## config.mk

```make
export PLATFORM = sky130hd
export DESIGN_NAME = jtframe_osd_keyenc
export DESIGN_NICKNAME = d
export VERILOG_FILES = /design/src/rtl/jtframe_osd_keyenc.sv
export SDC_FILE = /design/constraint.sdc
export NUM_CORES = 1
export LEC_CHECK = 0
export ABC_AREA = 0
export BUFFER_PORTS_ARGS = -buffer_cell sky130_fd_sc_hd__buf_2
export CAP_MARGIN = 5
export CORE_ASPECT_RATIO = 1.75
export CORE_UTILIZATION = 55
export DETAILED_ROUTE_END_ITERATION = 8
export PLACE_DENSITY_LB_ADDON = 0.05
export SLEW_MARGIN = 20
export SYNTH_ARGS = -nofsm -noshare
export SYNTH_HDL_FRONTEND = slang
export SYNTH_SLANG_ARGS = --single-unit
export TNS_END_PERCENT = 20
```

## constraint.sdc

```tcl
create_clock -name clk -period 3.7 [get_ports clk]
set_clock_uncertainty 0.15 [all_clocks]
set_input_delay 0.185 -clock clk [delete_from_list [all_inputs] [get_ports clk]]
set_output_delay 0.185 -clock clk [all_outputs]
set_load 0.05 [all_outputs]
```

## src/rtl/jtframe_osd_keyenc.sv

```systemverilog
// OSD key encoder: merges joystick words into menu key codes with auto-repeat,
// detects a held OSD combo, and gates the byte behind a power-up countdown and download flag.
module jtframe_osd_keyenc #(
    parameter int unsigned    NJOY   = 2,
    parameter int unsigned    JOYW   = 12,
    parameter logic [JOYW-1:0] COMBO = JOYW'(12'h440),
    parameter int unsigned    HOLD   = 4,
    parameter int unsigned    OSDLEN = 8,
    parameter int unsigned    PULSE  = 4,
    parameter int unsigned    DLY    = 32,
    parameter int unsigned    RPT    = 8,
    parameter int unsigned    CNTW   = 16
) (
    input  logic                 clk,
    input  logic                 rst,
    input  logic                 cen,
    input  logic [NJOY*JOYW-1:0] joy_in,
    input  logic                 ioctl_download,
    input  logic                 ext_en,
    input  logic [7:0]           ext_osd,
    output logic [7:0]           dout,
    output logic                 osd_cmd
);

    localparam int unsigned CMAX = (PULSE > DLY) ? ((PULSE > RPT) ? PULSE : RPT)
                                                 : ((DLY > RPT) ? DLY : RPT);
    localparam int unsigned CW = $clog2(CMAX + 1);
    localparam int unsigned HW = $clog2(HOLD + 1);
    localparam int unsigned OW = $clog2(OSDLEN + 1);
    localparam logic [4:0]  KNONE = 5'h1f;

    typedef enum logic [1:0] {ST_IDLE, ST_ON, ST_WAIT} state_t;

    logic [JOYW-1:0] w_or;
    logic [JOYW-1:0] r_jm;
    logic [4:0]      w_kc;
    logic            w_full;

    state_t          r_state, w_state_nx;
    logic [CW-1:0]   r_cnt, w_cnt_nx;
    logic            r_first, w_first_nx;
    logic [4:0]      r_code, w_code_nx;

    logic [HW-1:0]   r_hcnt, w_hcnt_nx;
    logic [OW-1:0]   r_ocnt, w_ocnt_nx, w_odec;
    logic            r_osd, w_osd_nx;

    logic [CNTW-1:0] r_cd;
    logic            r_dwn;
    logic [7:0]      r_dout;
    logic [4:0]      w_key;
    logic [7:0]      w_nb;

    // OR of all joystick words
    always_comb begin
        w_or = '0;
        for (int n = 0; n < int'(NJOY); n++) begin
            w_or = w_or | joy_in[n*JOYW +: JOYW];
        end
    end

    // Lowest set direction/fire bit wins
    always_comb begin
        if      (r_jm[0]) w_kc = 5'd23;
        else if (r_jm[1]) w_kc = 5'd27;
        else if (r_jm[2]) w_kc = 5'd29;
        else if (r_jm[3]) w_kc = 5'd30;
        else if (r_jm[4]) w_kc = 5'd15;
        else              w_kc = KNONE;
    end

    assign w_full = (r_jm & COMBO) == COMBO;
    assign w_odec = (r_ocnt == '0) ? '0 : r_ocnt - OW'(1);

    always_comb begin
        w_state_nx = r_state;
        w_cnt_nx   = r_cnt;
        w_first_nx = r_first;
        w_code_nx  = r_code;
        w_hcnt_nx  = r_hcnt;
        w_ocnt_nx  = r_ocnt;
        w_osd_nx   = r_osd;
        if (cen) begin
            // Release and code change override counter expiry
            if (w_kc == KNONE) begin
                w_state_nx = ST_IDLE;
                w_cnt_nx   = '0;
            end else if (r_state == ST_IDLE || w_kc != r_code) begin
                w_state_nx = ST_ON;
                w_cnt_nx   = CW'(PULSE);
                w_first_nx = 1'b1;
                w_code_nx  = w_kc;
            end else begin
                case (r_state)
                    ST_ON: begin
                        if (r_cnt <= CW'(1)) begin
                            w_state_nx = ST_WAIT;
                            w_cnt_nx   = r_first ? CW'(DLY) : CW'(RPT);
                            w_first_nx = 1'b0;
                        end else begin
                            w_cnt_nx = r_cnt - CW'(1);
                        end
                    end
                    ST_WAIT: begin
                        if (r_cnt <= CW'(1)) begin
                            w_state_nx = ST_ON;
                            w_cnt_nx   = CW'(PULSE);
                        end else begin
                            w_cnt_nx = r_cnt - CW'(1);
                        end
                    end
                    default: w_state_nx = ST_IDLE;
                endcase
            end

            if (!w_full)                  w_hcnt_nx = '0;
            else if (r_hcnt != HW'(HOLD)) w_hcnt_nx = r_hcnt + HW'(1);

            if (w_full && r_hcnt == HW'(HOLD - 1)) begin
                w_osd_nx  = 1'b1;
                w_ocnt_nx = OW'(OSDLEN);
            end else if (r_osd) begin
                w_ocnt_nx = w_odec;
                if (w_odec == '0 && !w_full) w_osd_nx = 1'b0;
            end
        end
    end

    always_ff @(posedge clk or posedge rst) begin
        if (rst) begin
            r_jm    <= '0;
            r_state <= ST_IDLE;
            r_cnt   <= '0;
            r_first <= 1'b0;
            r_code  <= KNONE;
            r_hcnt  <= '0;
            r_ocnt  <= '0;
            r_osd   <= 1'b0;
        end else begin
            r_jm    <= w_or;
            r_state <= w_state_nx;
            r_cnt   <= w_cnt_nx;
            r_first <= w_first_nx;
            r_code  <= w_code_nx;
            r_hcnt  <= w_hcnt_nx;
            r_ocnt  <= w_ocnt_nx;
            r_osd   <= w_osd_nx;
        end
    end

    assign w_key = (r_state == ST_ON) ? r_code : KNONE;
    assign w_nb  = {r_osd ? 3'b011 : 3'b111, w_key};

    // Output gating: power-up countdown, then download flag, then source select
    always_ff @(posedge clk or posedge rst) begin
        if (rst) begin
            r_cd   <= '1;
            r_dwn  <= 1'b0;
            r_dout <= 8'hff;
        end else begin
            if (ioctl_download) r_dwn <= 1'b1;
            if (r_cd != '0) begin
                r_cd   <= r_cd - CNTW'(1);
                r_dout <= 8'hff;
            end else if (!r_dwn) begin
                r_dout <= 8'h3f;
            end else if (ext_en) begin
                r_dout <= ext_osd;
            end else begin
                r_dout <= w_nb;
            end
        end
    end

    assign dout    = r_dout;
    assign osd_cmd = r_osd;

endmodule
```

==> reports/metrics.csv, run 1 <==
metric,value,unit
status,"finished, final reports clean",
netlist.top_cell.by_area,dfstp_2,
met2_usage,45.8,%
fin_ws,0.964,ns
final_nets,392,
cts_resized,0,
peakVddDrop,0.398,mV
dr.pass1.iters,4,
pre_cts_ws,1.38,ns
fin_crit_sh,73.9,%
hp-start,ext_osd[7],
n_fill_cell,388,
track_usage,23.2,%
core,4790,µm²
r2r_slack,0.96,ns
rsz0062_at_grt,false,
min_to,dout[7],
cp-end-kind,register,
vias,2252,
place_hpwl,3.82,mm
tns,0,ns
critPathKind,register to register,
start_util,58.1,%
clock-root-buffer,clkbuf_8,
grt_busiest_layer,met2,
grt_pass1_wl,9.76,mm
syn_avg_cell_area,9.84,µm²
synthCells,283,
antenna_found_initial,0,
reg2reg_depth,7,
place_area,3020,µm²
synth_top_area_share,27.4,%
r2r_start,r_cd[15],
worstHoldPathType,primary input to register,
met1_usage,25.4,%
io_pins,46,
clock_sinks,54,
slew_headroom,49.0,%
synthTopCellsByArea,"dfstp_2 27%, dfrtp_1 22%, ha_1 4.5%",
hold_depth,5,
ant_nets,0,
die_y,96.1,µm
ys_types,50,
yosysWarningCount,0,
drive_above_1_share,26.3,%
wirelength,5.58,mm
insertion_delay,0.30,ns
netlist_area,2780,µm²
fin_area,3350,µm²
die-area,5360,µm²
worst_setup_path_start_kind,register,
wl_per_cell,14.0,µm
async_reset_ff_share,100,%
p_leak,1.53,nW
drc,0,
fmax,0.366,GHz
synth_common_cells,"29 x dfstp_2, 29 x nand2_1, 25 x dfrtp_1, 25 x nor2_1, 25 x o21ai_0",
syn-num-nets,330,
row_count,33,
maxSlewViolCount,0,
place_congestion,0.807,
fin_cells,398,
required,3.78,ns
syn_to_final_growth,20.2,%
finalSetupViolCount,0,
grt_overflow,0,
final_hold_viol_count,0,
clkTransAtPathRegs,0.09,ns
grt_max_degree,39,
synth_seq_area_share,49.8,%
place_inst,366,
grtUsageMet3,3.23,%
synth_edf_count,0,
die-width,55.8,µm
grt_pass1_vias,2272,
ys_ff_latch,54,
diodes,0,
cts_buffer_depth,2,
pwr_density_cell,501,nW/µm²
cts_buffers,5,
critPathArrivalTime,2.82,ns
finalCriticalPeriod,2.74,ns
dr.first_iter.drc_count,55,
cts_tree,built,
synthFlopType,dfstp_2,
r2r-end,dout[5],
port_buffers,35,
htreeDepth,2,
worst-slew-pin-transition,0.765,ns
cp_max_fo,13,
maxCapViolCount,0,
vias_per_cell,5.66,
==> report_power, final <==
| group | switching (W) | internal, W | leakage (nW) | total [W] |
|---|---|---|---|---|
| clock network | 0.000183 | 0.000151 | 0.0482 | 0.000334 |
| logic | 0.000321 | 0.000237 | 0.884 | 0.000558 |
| registers | 0.0000885 | 0.000696 | 0.599 | 0.000785 |
| total | 0.000593 | 0.00108 | 1.53 | 0.00168 |
==> metrics by stage <==
stage / util (%) / total power, W / hold WS [ns]
floorplan: - / 0.00120 / 0.144
global placement: 63.0 / 0.00132 / 0.216
detailed placement: 63.0 / 0.00133 / 0.226
CTS: 69.9 / 0.00169 / 0.0446
global route: 69.9 / 0.00179 / 0.0645
finish: 69.9 / 0.00168 / 0.0462
==> worst max path at each step <==
stage | startpoint | slack (ns) | cells after the start | endpoint
3_3_place_gp | r_jm[0] | 1.42 | 5 | r_cnt[3]
4_1_cts | r_cd[15] | 0.94 | 7 | dout[5]
5_1_grt | r_cd[0] | 0.76 | 9 | dout[5]
6_report | r_cd[15] | 0.96 | 7 | dout[5]
2_1_floorplan | r_cd[5] | 1.52 | 5 | r_cd[15]
3_5_place_dp | r_jm[0] | 1.38 | 5 | r_cnt[1]
==> metal layers <==
layer	vias to the layer above	wire length, µm
li1	1122	-
met1	1089	2300
met2	36	3080
met3	5	125
met4	0	72
met5	-	0
==> state kept, by name, indices dropped and copies added (netlist names), 2 cells and up <==
signal and count:
r_jm 7, dout 8, r_ocnt 4, r_cd 16, r_state 2, r_code 5
r_cnt 6, r_hcnt 3
==> final cells by class <==
class	instances	area, µm²	area share, %
Clock buffer	7	86.3	2.58
Inverter	16	60.1	1.79
Clock inverter	1	5.00	0.150
Tap cell	52	65.1	1.94
Timing Repair Buffer	61	430	12.9
Sequential cell	54	1390	41.5
Multi-Input combinational cell	207	1310	39.2
==> cells by family (layout without fill, tap and decap cells) <==
family / after synthesis / after routing / synth area share, %
AOI/OAI and AO/OA: 62 / 62 / 14.5
xor gates and xnor gates: 13 / 13 / 4.09
adders and majority gates: 10 / 10 / 4.49
buffers and inverters: 22 / 85 / 3.01
DFF: 54 / 54 / 49.8
muxes: 3 / 3 / 1.17
and+or+nand+nor: 119 / 119 / 22.9
==> critical path: stages (launching register included) <==
cell and delay, ns:
dfstp_2 0.38, or3_1 0.40, or3_1 0.39, nor3_2 0.23
buf_4 0.23, and2_1 0.24, nand3b_1 0.09, dlygate4sd3_1 0.55
==> placed cells by master (no fill, tap or decap), types with 9 or more instances in the layout <==
master	n
nor2_1	25
o21ai_0	25
nand2_1	29
dfrtp_1	25
ha_1	10
nor3_1	12
dfstp_2	29
buf_2	35
dlygate4sd3_1	24
inv_1	15
or2_2	9
==> repair_timing <==
action	4_1_cts	5_1_grt
endpoints found under the hold margin	32	0
setup buffers	0	0
hold buffers	24	0
No activity file was read; power rests on OpenSTA's default activity.
==> run 2, diff against run 1 <==
==> constraint.sdc (replaced) <==
create_clock -name clk -period 2.6 [get_ports clk]
set_clock_uncertainty 0.15 [all_clocks]
set_input_delay 0.13 -clock clk [delete_from_list [all_inputs] [get_ports clk]]
set_output_delay 0.13 -clock clk [all_outputs]
set_load 0.05 [all_outputs]
==> run 2 against run 1 <==
Net effect: hold slack got worse by 0.014 ns; setup slack got worse by 0.69 ns; critical endpoint is now r_state[0]; global-route usage increased by 0.94 points; sequential cell count unchanged; routed wire length increased by 3.0%; sequential share of layout area decreased by 0.20 points; sequential power increased by 43%; non-clock buffer count increased by 2; maximum frequency increased by 18%; largest cell class unchanged; critical path depth decreased by 2.
==> reports/metrics.csv, run 2 (synthesis gave the netlist of run 1 again) <==
metric,value,unit
status,"finished, final reports clean",
mostFrequentLayoutCells,"35 x buf_2, 29 x nand2_1, 29 x dfstp_2",
slew_headroom,74.3,%
port_buffers,35,
wl_met3,147,µm
maxCapViolCount,0,
dr.first_iter.drc_count,74,
grt_pass1_vias,2384,
drc,0,
antenna_found_initial,0,
grt_overflow,0,
clock_sinks,54,
postCtsSetupBuffers,0,
place_congestion,0.759,
layout.cells.most_common,buf_2,
cts_tree,built,
required,2.62,ns
cp_max_fo,5,
critPathArrivalTime,2.34,ns
start_util,58.1,%
pwr_density_cell,705,nW/µm²
multi_input_area,1310,µm²
cts_buffer_depth,2,
tns,0,ns
cp-end-kind,register,
slowest_delay,0.56,ns
n_fill_cell,384,
wl_per_cell,14.4,µm
finalCriticalPeriod,2.32,ns
dr.pass1.iters,4,
finalSetupViolCount,0,
syn_to_final_growth,20.8,%
maxUsedRoutingLayer,met4,
place_area,3040,µm²
seq_area,1390,µm²
track_usage,24.1,%
postLayoutCoreUtil,70.2,%
vias_per_cell,5.69,
grt_pass1_wl,10.2,mm
critPathKind,register to register,
htreeDepth,2,
place_hpwl,3.88,mm
diodes,0,
die-width,55.8,µm
io_pins,46,
ant_nets,0,
fin_area,3360,µm²
die-area,5360,µm²
p_leak,1.54,nW
slowest_stage,dfstp_2,
clkTransAtPathRegs,0.09,ns
worst_setup_path_start_kind,register,
fin_total_pwr,0.00237,W
largest-register,r_cd,
fmax,0.431,GHz
routedLengthMet1,2.31,mm
wirelength,5.74,mm
fin_crit_sh,89.3,%
worstPathCellList,or4bb_1 > a31oi_1 > o221ai_1 > o31ai_1 > a22oi_1,
peakVddDrop,0.611,mV
largest_reg_flops,16,
worstHoldPathType,primary input to register,
row_count,33,
core,4790,µm²
cts_buffers,5,
maxSlewViolCount,0,
final_hold_viol_count,0,
drive_above_1_share,26.8,%
grt_max_degree,55,
final_nets,394,
met2WireLength,3.15,mm
vias,2270,
insertion_delay,0.30,ns
worst-slew-pin-transition,0.382,ns
rsz0062_at_grt,false,
die_y,96.1,µm
clock-root-buffer,clkbuf_8,
## run 2: cell types whose count changed in the layout (fill, tap and decap cells not counted)
cell,before,now
buf_12,0,1
a2111oi_0,1,0
buf_4,2,3
a2111oi_1,0,1
clkbuf_8,6,5
clkbuf_1,1,0
clkinv_2,1,2
## run 2: final cells by class
class	count	area share, %
multi-input cells	207	39.1
flip-flops and latches	54	41.3
repair buffers	63	13.6
clock inverters	2	0.298
inverters	16	1.79
clock buffers	5	2.05
well taps	52	1.93
## run 2: critical path: cells and delay by family, from the launching register on
kind             cells  cell delay [ns]
AO/OA/AOI/OAI        4             0.99
flip-flops           1             0.56
AND/OR/NAND/NOR      1             0.49
## run 2: final timing paths
| check | cells past startpoint | to | slack, ns | startpoint |
|---|---|---|---|---|
| setup / recovery | 5 | r_state[0] | 0.28 | r_code[2] |
| hold / removal | 5 | dout[7] | 0.03 | ext_osd[7] |
| setup reg to reg | 5 | r_state[0] | 0.28 | r_code[2] |
| hold reg to reg | 2 | r_cd[1] | 0.32 | r_cd[1] |
| max in group asynchronous | 4 | r_code[2] | 1.75 | rst |
| min in group asynchronous | 4 | r_cnt[1] | 0.26 | rst |
## run 2: per-layer routing
layer	track usage, %	vias up
li1	-	1121
met1	26.6	1087
met2	47.0	48
met3	2.42	14
met4	9.38	0
met5	0	-
## run 2: what timing repair did
item | CTS | global route
setup endpoints to repair | 0 | 1
resized for setup | 0 | 1
hold endpoints to repair | 69 | 0
hold buffers | 24 | 0
## run 2: power by group
group	total, W	switching, W	internal (W)
registers	0.00112	0.000129	0.000991
logic	0.000811	0.000463	0.000347
clock network	0.000441	0.000260	0.000182
total	0.00237	0.000852	0.00152
## run 2: stage by stage
stage / instances / hold WS, ns / setup WS (ns)
final: 399 / 0.0318 / 0.278
after global routing: 399 / 0.0513 / 0.0248
after CTS: 399 / 0.0326 / 0.286
after detailed placement: 368 / 0.0588 / 0.294
after global placement: 368 / 0.0526 / 0.324
after floorplan: 283 / 0.0893 / 0.421
==> run 3, diff against run 2 <==
--- a/config.mk
+++ b/config.mk
@@ -8,7 +8,7 @@
 export ABC_AREA = 0
 export BUFFER_PORTS_ARGS = -buffer_cell sky130_fd_sc_hd__buf_2
 export CAP_MARGIN = 5
-export CORE_ASPECT_RATIO = 1.75
+export CORE_ASPECT_RATIO = 0.75
 export CORE_UTILIZATION = 55
 export DETAILED_ROUTE_END_ITERATION = 8
 export PLACE_DENSITY_LB_ADDON = 0.05
==> run 3 against run 2 <==
Net effect: the flow now finishes with violations (DRC); sequential cell count did not move; setup slack lost 0.0012 ns; clock power increased by 17%; first-iteration DRC count rose by 130%; via count down 3.3%; largest cell class unchanged.
==> reports/metrics.csv, run 3 (synthesis gave the netlist of run 1 again) <==
metric,value,unit
status,"finished, violations left",
violations,DRC,
clock-root-buffer,clkbuf_8,
pwr_density_cell,717,nW/µm²
finalSetupViolCount,0,
grt_overflow,0,
maxCapViolCount,0,
htreeDepth,2,
row_count,22,
grt_pass1_vias,2075,
largest-register,r_cd,
wl_per_cell,13.1,µm
cts_tree,built,
holdBufCountCts,25,
wirelength,5.36,mm
fmax,0.431,GHz
slew_headroom,50.6,%
fin_total_pwr,0.00244,W
start_util,57.1,%
slowest_stage,or4_1,
required,2.65,ns
cts_buffers,5,
p_leak,1.55,nW
postLayoutCoreUtil,69.9,%
tns,0,ns
place_hpwl,3.73,mm
worst_setup_path_start_kind,register,
die_y,63.6,µm
cts_buffer_depth,2,
critPathKind,register to register,
slowest_delay,0.60,ns
postCtsSetupBuffers,0,
worst-slew-pin-transition,0.739,ns
cpLargestDelayFamily,simple AND/OR/NAND/NOR gates,
dr.first_iter.drc_count,172,
grt_pass1_wl,9.31,mm
rsz0062_at_grt,false,
final_hold_viol_count,0,
diodes,0,
finalCriticalPeriod,2.32,ns
cts_resized,0,
place_congestion,0.834,
io_pins,46,
fin_crit_sh,89.3,%
dr.pass1.iters,6,
cp_max_fo,10,
peakVddDrop,0.479,mV
core,4870,µm²
port_buffers,35,
drc,8,
drive_above_1_share,26.9,%
ant_nets,0,
worstPathCellList,or4_1 > and2_1 > o221ai_2 > o21ai_1 > a22o_1,
cp-end-kind,register,
insertion_delay,0.30,ns
mostFrequentLayoutCells,"35 x buf_2, 29 x nand2_1, 29 x dfstp_2",
antenna_found_initial,0,
critPathArrivalTime,2.37,ns
final_nets,396,
clkTransAtPathRegs,0.09,ns
syn_to_final_growth,22.2,%
grt_max_degree,38,
vias,2195,
layout.cells.most_common,buf_2,
clock_sinks,54,
worstHoldPathType,primary input to register,
vias_per_cell,5.35,
maxSlewViolCount,0,
largest_reg_flops,16,
die-width,84.2,µm
track_usage,22.0,%
cp_num_buf_inv,0,
die-area,5350,µm²
-- run 3: changes by cell type in the layout (fill, tap and decap cells not counted), sizes merged --
cell	delta
buf	+1
clkinvlp	+1
clkinv	-2
clkbuf	+2
dlygate4sd3	+1
-- run 3: metrics by stage --
stage	hold slack [ns]	cell area [µm²]	setup slack, ns	instances
CTS	0.0728	3400	0.292	410
global route	0.107	3400	0.102	410
detailed placement	0.159	3050	0.317	377
floorplan	0.0893	2780	0.421	283
finish	0.0865	3400	0.277	410
global placement	0.154	3050	0.329	377
-- run 3: final cells by class --
cell class	instances	area (µm²)
flip-flops and latches	54	1390
clock buffers	7	97.6
well taps	60	75.1
inverters	16	60.1
clock inverters	1	7.51
fillers	373	1470
multi-input cells	207	1310
repair buffers	65	463
-- run 3: worst min-delay path: stages --
cell and delay (ns):
buf_2 0.23, nand2_1 0.10, nand2_1 0.05
-- run 3: power breakdown --
group	total (W)	leakage, nW	internal [W]	switching, W
Combinational	0.000800	0.906	0.000346	0.000454
Sequential	0.00112	0.599	0.000990	0.000132
Clock	0.000516	0.0496	0.000249	0.000268
Total	0.00244	1.55	0.00159	0.000854
-- run 3: worst paths after layout --
kind                            startpoint         to  slack, ns  cells past startpoint
worst max-delay path               r_jm[0]   r_cnt[0]       0.28                      5
worst min-delay path                   cen  r_ocnt[3]       0.09                      3
worst max register to register     r_jm[0]   r_cnt[0]       0.28                      5
worst min register to register     r_cd[1]    r_cd[1]       0.33                      2
max in group asynchronous              rst    r_cd[8]       1.22                      4
min in group asynchronous              rst   r_cnt[1]       0.36                      3
-- run 3: metal layers --
metal / share of wire [%] / track usage, % / vias up / routed length, µm
li1: - / - / 1128 / -
met1: 54 / 31.9 / 1014 / 2900
met2: 41 / 33.7 / 49 / 2200
met3: 4.5 / 4.59 / 4 / 243
met4: 0.32 / 5.17 / 0 / 17
met5: 0 / 0 / - / 0
